$ cat src/rtl/rll_ctrl_pkg.sv
// Shared types and defaults for the RLL key sequencer: FSM state encoding,
// default widths and a counter-width helper.
package rll_ctrl_pkg;

   localparam int KEY_W_DEF  = 32;
   localparam int DATA_W_DEF = 32;
   localparam int EVAL_W     = 16;

   typedef enum logic [2:0] {
      ST_UNKEYED,
      ST_LOAD,
      ST_IDLE,
      ST_SETTLE,
      ST_HOLD
   } state_t;

   // Width of a counter that must hold values 0..n-1 (never narrower than 1 bit).
   function automatic int cnt_w(input int n);
      return (n > 1) ? $clog2(n) : 1;
   endfunction

endpackage

$ cat src/rtl/rll_key_shifter.sv
// Serial key shifter: bits enter LSB-first at the top and drift down, so the first
// bit sent ends up in bit 0 of the committed key.
module rll_key_shifter
   import rll_ctrl_pkg::*;
#(
   parameter int KEY_W = KEY_W_DEF
) (
   input  logic             clk,
   input  logic             rst,
   input  logic             clear,
   input  logic             shift_en,
   input  logic             bit_in,
   output logic             commit,
   output logic [KEY_W-1:0] key_next
);

   localparam int CW = cnt_w(KEY_W);

   // Only KEY_W-1 bits are stored; the final bit is taken straight from bit_in at commit.
   logic [KEY_W-2:0] shift;
   logic [CW-1:0]    cnt;

   assign key_next = {bit_in, shift};
   assign commit   = shift_en && (cnt == CW'(KEY_W - 1));

   always_ff @(posedge clk) begin
      if (rst || clear) begin
         shift <= '0;
         cnt   <= '0;
      end else if (shift_en) begin
         shift <= key_next[KEY_W-1:1];
         cnt   <= commit ? '0 : cnt + 1'b1;
      end
   end

endmodule

$ cat src/rtl/rll_key_sequencer.sv
// Sequencer for an RLL-locked combinational core: serial key load into a held key
// register, then one-at-a-time drive/settle/capture evaluation transactions.
module rll_key_sequencer
   import rll_ctrl_pkg::*;
#(
   parameter int KEY_W  = KEY_W_DEF,
   parameter int DATA_W = DATA_W_DEF,
   parameter int SETTLE = 2
) (
   input  logic              clk,
   input  logic              rst,
   input  logic              key_valid,
   input  logic              key_bit,
   output logic              key_ready,
   input  logic              key_clear,
   input  logic              in_valid,
   output logic              in_ready,
   input  logic [DATA_W-1:0] in_data,
   output logic              out_valid,
   input  logic              out_ready,
   output logic [DATA_W-1:0] out_data,
   output logic [DATA_W-1:0] core_in,
   output logic [KEY_W-1:0]  core_key,
   input  logic [DATA_W-1:0] core_out,
   output logic              keyed,
   output logic [EVAL_W-1:0] eval_cnt
);

   localparam int SW = cnt_w(SETTLE);

   generate
      if (SETTLE < 1) begin : g_bad_settle
         $fatal(1, "rll_key_sequencer: SETTLE must be at least 1");
      end
   endgenerate

   state_t           state;
   logic [SW-1:0]    settle_cnt;
   logic             key_acc;
   logic             commit;
   logic [KEY_W-1:0] key_next;

   // key_clear wins over a key bit presented in the same cycle.
   assign key_acc = key_valid && key_ready && !key_clear;

   rll_key_shifter #(.KEY_W(KEY_W)) u_shifter (
      .clk      (clk),
      .rst      (rst),
      .clear    (key_clear),
      .shift_en (key_acc),
      .bit_in   (key_bit),
      .commit   (commit),
      .key_next (key_next)
   );

   // Handshake flags are registered alongside the state so no input reaches an output.
   always_ff @(posedge clk) begin
      if (rst) begin
         state      <= ST_UNKEYED;
         key_ready  <= 1'b1;
         in_ready   <= 1'b0;
         out_valid  <= 1'b0;
         keyed      <= 1'b0;
         core_key   <= '0;
         core_in    <= '0;
         out_data   <= '0;
         eval_cnt   <= '0;
         settle_cnt <= '0;
      end else if (key_clear) begin
         state     <= ST_UNKEYED;
         key_ready <= 1'b1;
         in_ready  <= 1'b0;
         out_valid <= 1'b0;
         keyed     <= 1'b0;
         core_key  <= '0;
      end else begin
         case (state)
            ST_UNKEYED, ST_LOAD: begin
               if (key_acc) begin
                  if (commit) begin
                     core_key  <= key_next;
                     keyed     <= 1'b1;
                     key_ready <= 1'b0;
                     in_ready  <= 1'b1;
                     state     <= ST_IDLE;
                  end else begin
                     state <= ST_LOAD;
                  end
               end
            end
            ST_IDLE: begin
               if (in_valid && in_ready) begin
                  core_in    <= in_data;
                  settle_cnt <= SW'(SETTLE - 1);
                  in_ready   <= 1'b0;
                  state      <= ST_SETTLE;
               end
            end
            ST_SETTLE: begin
               if (settle_cnt == '0) begin
                  out_data  <= core_out;
                  out_valid <= 1'b1;
                  state     <= ST_HOLD;
               end else begin
                  settle_cnt <= settle_cnt - 1'b1;
               end
            end
            ST_HOLD: begin
               if (out_ready) begin
                  eval_cnt  <= eval_cnt + 1'b1;
                  out_valid <= 1'b0;
                  in_ready  <= 1'b1;
                  state     <= ST_IDLE;
               end
            end
            default: begin
               state     <= ST_UNKEYED;
               key_ready <= 1'b1;
               in_ready  <= 1'b0;
               out_valid <= 1'b0;
               keyed     <= 1'b0;
            end
         endcase
      end
   end

endmodule

$ cat config.mk
export PLATFORM = sky130hd
export DESIGN_NAME = rll_key_sequencer
export DESIGN_NICKNAME = d
export VERILOG_FILES = /design/src/rtl/rll_ctrl_pkg.sv /design/src/rtl/rll_key_shifter.sv /design/src/rtl/rll_key_sequencer.sv
export SDC_FILE = /design/constraint.sdc
export NUM_CORES = 1
export LEC_CHECK = 0
export CORE_MARGIN = 8
export CORE_UTILIZATION = 49
export CTS_CLUSTER_SIZE = 14
export DETAILED_ROUTE_END_ITERATION = 12
export HOLD_SLACK_MARGIN = 0.06
export MAX_ROUTING_LAYER = met4
export PLACE_DENSITY = 0.84
export SYNTH_ARGS = -nofsm -noshare
export SYNTH_HDL_FRONTEND = slang
export SYNTH_SLANG_ARGS = --single-unit
$ cat constraint.sdc
create_clock -name clk -period 4.45 [get_ports clk]
set_input_delay 0.6675 -clock clk [delete_from_list [all_inputs] [get_ports clk]]
set_output_delay 0.6675 -clock clk [all_outputs]
set_load 0.02 [all_outputs]
==> results of run 1 <==
report_power, final:
| group | switching (W) | internal (W) | total, W |
|---|---|---|---|
| Combinational | 0.0000462 | 0.0000598 | 0.000106 |
| Sequential | 0.00000129 | 0.00140 | 0.00140 |
| Clock | 0.000586 | 0.000909 | 0.00149 |
area by class of cell:
cell class / count / area, um^2
Fill cell: 887 / 3176
Sequential cell: 156 / 3123
Multi-Input combinational cell: 511 / 2387
Timing Repair Buffer: 194 / 1917
Clock buffer: 18 / 439.2
Clock inverter: 14 / 183.9
Tap cell: 143 / 178.9
Inverter: 3 / 11.26
Antenna cell: 1 / 2.502
cell families (layout without fill, tap and decap cells):
family | after synthesis | count (layout) | synth area share
and+or+nand+nor | 338 | 338 | 0.2477
adders and majority gates | 3 | 3 | 0.006554
other | 0 | 1 | 0
AOI/OAI and AO/OA | 158 | 158 | 0.1424
buffers and inverters | 55 | 229 | 0.03888
xor gates and xnor gates | 10 | 10 | 0.01529
DFF | 156 | 156 | 0.5452
muxes | 2 | 2 | 0.003932
registers in the layout, indices dropped and copies added, names as in the netlist:
name	count
core_in	32
core_key	32
out_data	32
u_shifter.shift	31
eval_cnt	16
u_shifter.cnt	5
state	3
in_ready	1
key_ready	1
keyed	1
out_valid	1
settle_cnt	1
Yosys cell counts, types with 4 or more instances:
library cell / count / area (um^2)
clkbuf_1: 41 / 153.9
nor2_1: 23 / 86.33
xnor2_1: 8 / 70.07
a21oi_1: 141 / 705.7
nand2_1: 266 / 998.5
nor3b_1: 4 / 30.03
nor4_1: 4 / 25.02
dfxtp_1: 156 / 3123
o21ai_0: 8 / 40.04
buf_2: 6 / 30.03
nor2b_1: 4 / 25.02
nand3_1: 8 / 40.04
worst min path at each step:
stage,startpoint,endpoint,slack (ns),depth (start not counted)
final,core_key[1],core_key[1],0.45,2
after global routing,out_data[26],out_data[26],0.47,2
after CTS,core_key[1],core_key[1],0.46,2
after detailed placement,out_data[1],out_data[1],0.45,2
after global placement,core_in[11],core_in[11],0.44,2
after floorplan,u_shifter.shift[0],core_key[0],0.43,2
routing by layer:
metal,vias up,share of wire
met2,205,0.49
met3,33,0.085
met5,-,0
li1,2691,-
met1,2527,0.41
met4,0,0.022
metrics by stage:
step                  util  hold WS, ns
floorplan                -       0.4321
global placement    0.6671       0.4404
detailed placement  0.6671       0.4484
CTS                 0.7217       0.4556
global route        0.7219       0.4708
finish              0.7219       0.4538
worst max-delay path: stages:
cell,delay [ns]
clkdlybuf4s50_1,0.60
and3b_1,0.65
and3_1,0.61
buf_4,0.34
nand2_1,0.09
a21oi_1,0.14
==> flow_summary.ini, run 1 <==
[status]
status = finished clean

[floorplanning]
io_pins = 187
fp.dieW_um = 124.1
core-area_mm2 = 0.01142
initial_utilization = 0.5016
die_y_um = 124.1
die_area_mm2 = 0.01541
rows = 39

[timing]
setup_slack_ns = 1.679
maxSlewViolCount = 0
period_minus_slack_ns = 2.771
totalNegativeSetupSlack_ns = 0
setup_viol = 0
slew_headroom = 0.2798
max_freq_mhz = 360.9
hold_viol_final = 0
clock_skew_ns = 0.006085
period_share = 0.6226
rsz0062_at_grt = no
worst_pin_slew_ns = 1.080

[yosys]
syn_inst = 722
synth_seq_cells = 156
netlist_area_mm2 = 0.005728
synthesis.nets = 796
synth-main-ff-cell = dfxtp_1
seq_area_frac_synth = 0.5452
yosysWarnings = 0
ys_async_sr_fraction = 0
synth_edf_count = 0
avgSynthCellArea_um2 = 7.934
ys_types = 42

[critical_path]
crit_fanout = 19
cp.required_ns = 4.79
worstPathArrival_ns = 3.11
r2r-end = core_key[4]
reg2reg_slack_ns = 2.11
crit_path_end_kind = flip-flop
crit_type = primary input to flip-flop
worstSetupEndpoint = core_key[4]
worstRegToRegCells = 7
crit_path_start = key_clear
reg2reg_from = u_shifter.cnt[0]
critPathLaunchType = primary input

[grt]
grt_pass1_vias = 5146
use_met3 = 0.04941
antenna_found_initial = 1
grtUsageMet1 = 0.2415
grt_pass1_wl_mm = 25.37
grt_max_degree = 85
groute.usage.overall = 0.2138
grt_use_met2 = 0.3571
grt_busiest_layer = met2
grt_overflow = 0

[clocking]
worstSkewPairLatency_ns = 0.41
cts_resized = 0
cts.clk_slew.worst_paths_ns = 0.06
cts_tree = built
cts.htree.levels = 4
hold_buffers = 0
clock_sink_count = 156
clockBufferDepth = 2
cts-root-buf = clkbuf_16
numCtsBuffers = 17
post-cts-setup-buffers = 0

[placed_design]
dpl_cell_area_mm2 = 0.007617
dp.cells = 1007
dpl_worst_slack_ns = 1.321
gp_congestion = 0.8194
portBuffers = 186
dp_hpwl_mm = 11.79

[route]
post-route-drc-count = 0
wl_per_cell_um = 16.12
drt_iter0_markers = 392
vias = 5456
wl_mm = 16.76
firstDrtPassIters = 5
avgViaCountPerCell = 5.246
ant_nets = 0

[finish]
mostFrequentLayoutCells = nand2_1, clkdlybuf4s50_1, dfxtp_1
final_common_cell = nand2_1
fin_nets = 957
syn2layout_area_growth_pct = 43.91
drive_above_1_share = 0.05246
fin_cells = 1040
design_area_mm2 = 0.008243

[pwr]
p_total_w = 0.002999
ir_drop_mv = 0.2260
power_per_cell_area_mw_per_mm2 = 363.8
power.leakage_nw = 2.699

[worst_hold_path]
hold_class = flip-flop to flip-flop

[flow_run]
max_cap_viol_count = 0
Note: power is estimated with default switching activity, not from simulation.
==> run 2, diff against run 1 <==
- CORE_UTILIZATION: 49 -> 41
- PLACE_DENSITY: 0.84 -> 0.75
- clock period: 4.45 -> 2.5 ns (I/O delays scaled with it)
==> flow_summary.ini, run 2 (synthesis gave the netlist of run 1 again) <==
[status]
status = finished clean

[grt]
grt_pass1_vias = 4975
grt_overflow = 0
grt_max_degree = 85
grt_pass1_wl_mm = 25.79
groute.usage.overall = 0.1827
antenna_found_initial = 0

[timing]
hold_viol_final = 0
max_freq_mhz = 506.5
hold_ws_ns = 0.3188
setup_viol = 0
period_minus_slack_ns = 1.974
setup_slack_ns = 0.5257
clock_skew_ns = 0.01330
period_share = 0.7897
maxSlewViolCount = 0
slew_headroom = 0.5178
totalNegativeSetupSlack_ns = 0
worst_pin_slew_ns = 0.7233
rsz0062_at_grt = no

[floorplanning]
die_y_um = 134.2
die_area_mm2 = 0.01801
fp.dieW_um = 134.2
initial_utilization = 0.4159
rows = 43
core-area_mm2 = 0.01377
io_pins = 187

[worst_hold_path]
min_from = rst
hold_class = primary input to flip-flop

[critical_path]
reg2reg_from = u_shifter.cnt[0]
worstPathArrival_ns = 2.32
crit_fanout = 28
critPathLaunchType = flip-flop
crit_path_end_kind = flip-flop
cp.required_ns = 2.85
slowest_stage = and3_1
reg2reg_slack_ns = 0.53
crit_type = flip-flop to flip-flop
crit_buf_inv = 1
worstPathCellList = ha_1 -> and3_1 -> ha_1 -> and3_1 -> buf_12 -> nand2_1 -> a21oi_1
crit_path_start = u_shifter.cnt[0]
crit_family = simple AND/OR/NAND/NOR gates
max_stage_delay_ns = 0.40

[finish]
drive_above_1_share = 0.05228
largest_registers = core_in x32, core_key x32, out_data x32
design_area_mm2 = 0.008330
fin_nets = 962
final_common_cell = nand2_1
antenna_cells = 0
syn2layout_area_growth_pct = 45.43
mostFrequentLayoutCells = nand2_1, clkdlybuf4s50_1, dfxtp_1
nFillCells = 1248

[clocking]
worstSkewPairLatency_ns = 0.42
cts.htree.levels = 4
cts_tree = built
cts.clk_slew.worst_paths_ns = 0.06
post-cts-setup-buffers = 0
numCtsBuffers = 17
clockBufferDepth = 2
hold_buffers = 0
cts-root-buf = clkbuf_16
clock_sink_count = 156
cts_resized = 0

[route]
post-route-drc-count = 0
top_layer_used = met4
vias = 5314
wl_met1_mm = 7.413
route.met3.wl_mm = 1.220
ant_nets = 0
wl_met2_mm = 7.477
wl_mm = 16.29
firstDrtPassIters = 4
avgViaCountPerCell = 4.925
wl_per_cell_um = 15.09
drt_iter0_markers = 307

[placed_design]
portBuffers = 186
gp_congestion = 0.7888
dpl_cell_area_mm2 = 0.007739
dp_hpwl_mm = 10.99
dpl_worst_slack_ns = 0.3005

[pwr]
power.leakage_nw = 2.725
ir_drop_mv = 0.4402
power_per_cell_area_mw_per_mm2 = 631.7

[flow_run]
max_cap_viol_count = 0
## run 2: cell types whose count changed in the layout (fill, tap and decap cells not counted), moves of 2 or more
| cell | previous run | this run |
|---|---|---|
| clkinvlp_4 | 2 | 0 |
| clkinv_4 | 5 | 1 |
| inv_6 | 4 | 0 |
| clkinv_2 | 0 | 3 |
| buf_4 | 8 | 10 |
| clkbuf_8 | 1 | 3 |
| buf_12 | 0 | 3 |
| clkbuf_1 | 0 | 3 |
## run 2: worst paths after layout
kind	endpoint	cells after the start
min	out_valid	3
max reg2reg	core_key[12]	7
min reg2reg	core_key[15]	2
max	core_key[12]	7
## run 2: worst register-to-register path: stages, from the launching register on
cell and delay [ns]:
dfxtp_1 0.39, ha_1 0.20, and3_1 0.16, ha_1 0.31, and3_1 0.40, buf_12 0.22
nand2_1 0.10, a21oi_1 0.12
## run 2: area by class of cell
type                            instances  area (um^2)  area share
Sequential cell                       156         3123      0.3749
Inverter                                3        11.26    0.001352
Clock buffer                           23        478.0     0.05737
Tap cell                              180        225.2     0.02704
Clock inverter                          7        113.9     0.01367
Timing Repair Buffer                  199         1992      0.2391
Multi-Input combinational cell        511         2387      0.2866
## run 2: stage by stage
step,cells,total power [W],utilization
global placement,1049,0.002736,0.5619
CTS,1079,0.005322,0.6048
global route,1079,0.005458,0.6048
floorplan,722,0.002605,-
finish,1079,0.005263,0.6048
detailed placement,1049,0.002736,0.5619
## run 2: routing by layer
| metal | vias to the layer above | GRT usage |
|---|---|---|
| met2 | 165 | 0.2862 |
| li1 | 2700 | - |
| met3 | 17 | 0.06096 |
| met4 | 0 | 0.04616 |
| met1 | 2432 | 0.2219 |
| met5 | - | - |
## run 2: where the power goes
group	leakage (nW)	total, W	internal, W	switching, W
Combinational	1.18	0.000194	0.000110	0.0000834
Sequential	1.26	0.00249	0.00249	0.00000238
Clock	0.293	0.00258	0.00163	0.000944
